File: src/rtl/sig_crc_check.sv
// SIGNAL field receiver: deserialises voted bits, checks the CRC-16 over the payload
// and reports the parallel payload with a pass/fail flag plus debug counters.
module sig_crc_check #(
  parameter int FRAME_BITS = 96,
  parameter int CRC_W = 16,
  parameter logic [CRC_W-1:0] CRC_POLY = 16'h1021,
  parameter logic [CRC_W-1:0] CRC_INIT = 16'hFFFF,
  parameter int TIMEOUT = 64
) (
  input  logic                        clk,
  input  logic                        rst,
  input  logic                        di,
  input  logic                        di_vld,
  output logic [FRAME_BITS-CRC_W-1:0] payload,
  output logic                        crc_ok,
  output logic                        frame_vld,
  output logic                        timeout_err,
  output logic [15:0]                 frame_cnt,
  output logic [15:0]                 err_cnt
);

  localparam int PAY_W = FRAME_BITS - CRC_W;
  localparam int BW = $clog2(FRAME_BITS) + 1;
  localparam int GW = $clog2(TIMEOUT) + 1;

  typedef enum logic [1:0] {IDLE, PAY, RXCRC, REPORT} state_t;

  state_t           state;
  logic [CRC_W-1:0] crc;
  logic [CRC_W-1:0] rx_crc;
  logic [PAY_W-1:0] shadow;
  logic [BW-1:0]    bit_cnt;
  logic [GW-1:0]    gap_cnt;
  logic             crc_match;

  function automatic logic [CRC_W-1:0] crc_step(input logic [CRC_W-1:0] c, input logic b);
    logic fb;
    fb = c[CRC_W-1] ^ b;
    return {c[CRC_W-2:0], 1'b0} ^ (fb ? CRC_POLY : '0);
  endfunction

  // The final CRC bit is still on di when the compare is made.
  assign crc_match = (crc == {rx_crc[CRC_W-2:0], di});

  always_ff @(posedge clk or posedge rst) begin
    if (rst) begin
      state       <= IDLE;
      crc         <= CRC_INIT;
      rx_crc      <= '0;
      shadow      <= '0;
      bit_cnt     <= '0;
      gap_cnt     <= '0;
      payload     <= '0;
      crc_ok      <= 1'b0;
      frame_vld   <= 1'b0;
      timeout_err <= 1'b0;
      frame_cnt   <= '0;
      err_cnt     <= '0;
    end else begin
      frame_vld   <= 1'b0;
      timeout_err <= 1'b0;
      case (state)
        IDLE: begin
          gap_cnt <= '0;
          if (di_vld) begin
            shadow  <= {shadow[PAY_W-2:0], di};
            crc     <= crc_step(CRC_INIT, di);
            bit_cnt <= BW'(1);
            state   <= PAY;
          end
        end
        PAY, RXCRC: begin
          if (di_vld) begin
            gap_cnt <= '0;
            if (state == PAY) begin
              shadow <= {shadow[PAY_W-2:0], di};
              crc    <= crc_step(crc, di);
              if (bit_cnt == BW'(PAY_W - 1)) begin
                bit_cnt <= '0;
                state   <= RXCRC;
              end else begin
                bit_cnt <= bit_cnt + BW'(1);
              end
            end else begin
              rx_crc <= {rx_crc[CRC_W-2:0], di};
              if (bit_cnt == BW'(CRC_W - 1)) begin
                // Results are registered here so they are visible during REPORT.
                bit_cnt   <= '0;
                payload   <= shadow;
                crc_ok    <= crc_match;
                frame_vld <= 1'b1;
                if (frame_cnt != 16'hFFFF) frame_cnt <= frame_cnt + 16'd1;
                if (!crc_match && err_cnt != 16'hFFFF) err_cnt <= err_cnt + 16'd1;
                state     <= REPORT;
              end else begin
                bit_cnt <= bit_cnt + BW'(1);
              end
            end
          end else if (gap_cnt == GW'(TIMEOUT - 1)) begin
            timeout_err <= 1'b1;
            if (err_cnt != 16'hFFFF) err_cnt <= err_cnt + 16'd1;
            crc     <= CRC_INIT;
            bit_cnt <= '0;
            gap_cnt <= '0;
            state   <= IDLE;
          end else begin
            gap_cnt <= gap_cnt + GW'(1);
          end
        end
        REPORT: begin
          gap_cnt <= '0;
          if (di_vld) begin
            shadow  <= {shadow[PAY_W-2:0], di};
            crc     <= crc_step(CRC_INIT, di);
            bit_cnt <= BW'(1);
            state   <= PAY;
          end else begin
            crc     <= CRC_INIT;
            bit_cnt <= '0;
            state   <= IDLE;
          end
        end
        default: state <= IDLE;
      endcase
    end
  end

endmodule

File: config.mk
export PLATFORM = sky130hd
export DESIGN_NAME = sig_crc_check
export DESIGN_NICKNAME = d
export VERILOG_FILES = /design/src/rtl/sig_crc_check.sv
export SDC_FILE = /design/constraint.sdc
export NUM_CORES = 1
export LEC_CHECK = 0
export CORE_ASPECT_RATIO = 0.75
export CORE_MARGIN = 2
export CORE_UTILIZATION = 40
export CTS_BUF_LIST = sky130_fd_sc_hd__clkbuf_2
export CTS_CLUSTER_SIZE = 10
export DETAILED_ROUTE_END_ITERATION = 10
export PLACE_DENSITY = 0.68
export SLEW_MARGIN = 30
export SYNTH_ARGS = -nofsm -noshare
export SYNTH_HDL_FRONTEND = slang
export SYNTH_SLANG_ARGS = --single-unit
File: constraint.sdc
create_clock -name clk -period 9 [get_ports clk]
set_input_delay 1.8 -clock clk [delete_from_list [all_inputs] [get_ports clk]]
set_output_delay 1.8 -clock clk [all_outputs]
set_load 0.02 [all_outputs]
==> impl_metrics.ini <==
[yosys]
synth_seq_cells = 243
ys_top_cells_by_count = dfrtp_1 (227), mux2_2 (182), xnor2_1 (36)
synth-async-reset-ratio_pct = 100.0
avgSynthCellArea_um2 = 13.81
yosysTopAreaCellShare_pct = 57.11
synth.distinct_cells = 41
yosys-top-cells-area = dfrtp_1 (57%), mux2_2 (21%), dfstp_2 (4.2%)
synth_nets = 733
ys_warn_count = 0
synth_ff_type = dfrtp_1
mappedNetlistArea_um2 = 9946
syn_inst = 720
yosysSeqAreaShare_pct = 61.34
synth-edff-count = 0
yosysMostFrequentCell = dfrtp_1
synth_top_area_cell = dfrtp_1

[grt]
grt_pass1_wl_um = 30910
grt_pass1_vias = 6091
grt_max_degree = 111
grt_use_total_pct = 14.55
antenna_found_initial = 0
grt.overflow.total = 0

[detailed_routing]
drc = 0
drtIter0Drc = 243
drtPass1Iterations = 4
wl_um = 18600
vias = 6093
ant_nets = 0
wire_per_inst_um = 14.87
viasPerCell = 4.871

[clock_network]
clk_path_buf_depth = 3
htree_levels = 2
root_buffer = clkbuf_2
insertion_delay_ns = 0.85
cts_tree = built
cts_setup_buffers = 0
clk_pin_slew_ns = 0.10
cts_hold_buf = 0
cts.sinks = 243
cts_buffers = 59
cts_resized = 0

[critical_path]
endpoint_kind = flop
critPathLaunchType = input port
r2r_start = state[1]$_DFFE_PP0P_
crit_start = di_vld
r2r_setup_slack_ns = 5.28
arrival_ns = 5.00
required_ns = 9.73
path_max_fanout = 26
reg2reg_depth = 8
path_class = input port to flop
r2r_end = frame_cnt[9]$_DFFE_PP0P_

[power]
comb_power_share_pct = 26.9
ir_worst_vdd_mv = 0.1487
p_seq_share_pct = 49.1
p_leak_nw = 5.625
p_int_mw = 1.911
clkPwrFrac_pct = 24.1
power-per-cell-area_nw_per_um2 = 239.8
power_mw = 2.881
swShare_pct = 33.66
switchingPower_mw = 0.9698

[timing]
report.final.slew_viol_count = 0
fin_crit_ns = 4.265
fmax_ghz = 0.2345
setup_slack_ns = 4.735
finalHoldViolCount = 0
fin_tns_setup_ns = 0
max_slew_margin_pct = 38.47
fin_skew_ns = 0.08386
tightest_slew_ns = 0.9145
finalCritPeriodShare_pct = 47.39
finalSetupViolations = 0
grt_setup_unrepaired = no

[layout]
syn2layout_area_growth_pct = 20.79
seq_area_um2 = 6101
n_fill_cell = 2170
drive_above_1_share_pct = 33.37
diodes = 0
fin_nets = 883
multi_input_area_um2 = 3691
instances_no_fill = 1251

[hold_path]
hold_path.startpoint = gap_cnt[0]$_DFF_PP0_
hold_class = flop to flop
whs_endpoint = gap_cnt[0]$_DFF_PP0_
hold_depth = 1

[floorplan]
start_util_pct = 41.07
rows = 49
die-area_um2 = 26160
ios = 119
die_w_um = 186.1
die_h_um = 140.6
coreArea_um2 = 24220

[status]
outcome = complete, no violations

[placed_design]
io_buffer_count = 118
dp_worst_setup_slack_ns = 3.865
dp_cells = 1140
place_congestion = 0.7968
dp_hpwl_um = 11720

[job]
maxCapViolCount = 0
-- per-layer routing --
layer  part of all wire [%]  global-route usage [%]  vias to the layer above
met5                      0                       0                        -
met4                    1.4                   4.600                        0
met3                    7.1                   4.654                       33
met2                     40                   19.68                      160
met1                     52                   21.95                     3011
li1                       -                       -                     2889
-- worst max-delay path, stage by stage --
cell and delay [ns]:
clkdlybuf4s50_1 0.96, nand3b_4 0.35, or4b_4 0.80, a41oi_2 0.48
and3b_1 0.32, nand4_1 0.14, xnor2_1 0.14
-- state kept, by name, indices dropped and copies added (netlist names) --
register and count:
crc_ok 1, shadow 80, payload 80, state 2
frame_vld 1, rx_crc 15, crc 16, gap_cnt 7
timeout_err 1, err_cnt 16, bit_cnt 8, frame_cnt 16
-- how the worst max path moves through the flow --
stage | end | slack [ns]
final | frame_cnt[9]$_DFFE_PP0P_ | 4.73
after global placement | frame_cnt[9]$_DFFE_PP0P_ | 3.94
after CTS | frame_cnt[9]$_DFFE_PP0P_ | 4.82
after global routing | frame_cnt[9]$_DFFE_PP0P_ | 4.56
after detailed placement | frame_cnt[9]$_DFFE_PP0P_ | 3.86
after floorplan | bit_cnt[0]$_DFFE_PP0P_ | 0.55
-- through the flow --
step           hold slack, ns  cell area [um2]  utilization (%)
2_1_floorplan          0.4313             9946                -
5_1_grt                0.4811            12010            49.61
3_5_place_dp           0.4524            11480            47.39
4_1_cts                0.4640            12010            49.59
3_3_place_gp           0.4484            11460            47.33
6_report               0.4621            12010            49.61
-- cells by family (layout without fill, tap and decap cells) --
family	after synthesis	after routing	synth area share (%)
flip-flops	243	243	61.34
multiplexers	182	182	20.61
AND/OR/NAND/NOR	128	128	6.882
AO/OA/AOI/OAI	59	59	3.497
XOR/XNOR	53	53	4.667
buffers and inverters	46	246	1.874
adder cells (fa/ha/maj)	9	9	1.132
-- power groups by stage --
stage	sequential, mW	clock (mW)	combinational (mW)
final	1.41	0.694	0.774
after global routing	1.44	0.786	0.858
after CTS	1.41	0.729	0.779
after detailed placement	1.44	0	0.778
after global placement	1.43	0	0.753
after floorplan	1.39	0	0.650
-- placed cells by master, fill, tap and decap left out, types with 11 or more instances in the layout --
| cell | netlist | layout |
|---|---|---|
| dfrtp_1 | 227 | 227 |
| mux2_2 | 182 | 182 |
| clkdlybuf4s50_1 | 0 | 118 |
| clkbuf_2 | 0 | 84 |
| xnor2_1 | 36 | 36 |
| nor2_1 | 34 | 34 |
| a21oi_1 | 34 | 32 |
| clkinv_1 | 0 | 21 |
| nand3_1 | 18 | 18 |
| xor2_1 | 17 | 17 |
| nand2_1 | 17 | 17 |
| dfstp_2 | 16 | 16 |
| inv_1 | 13 | 12 |
| o21ai_0 | 11 | 11 |
| nand4_1 | 11 | 11 |
-- final cells by class --
cell class / count / share of cell area (%)
Sequential cell: 243 / 50.78
Multi-Input combinational cell: 431 / 30.72
Timing Repair Buffer: 122 / 10.14
Clock buffer: 84 / 3.499
Tap cell: 331 / 3.447
Clock inverter: 27 / 0.9373
Inverter: 13 / 0.4687
Note: power is estimated with default switching activity, not from simulation.
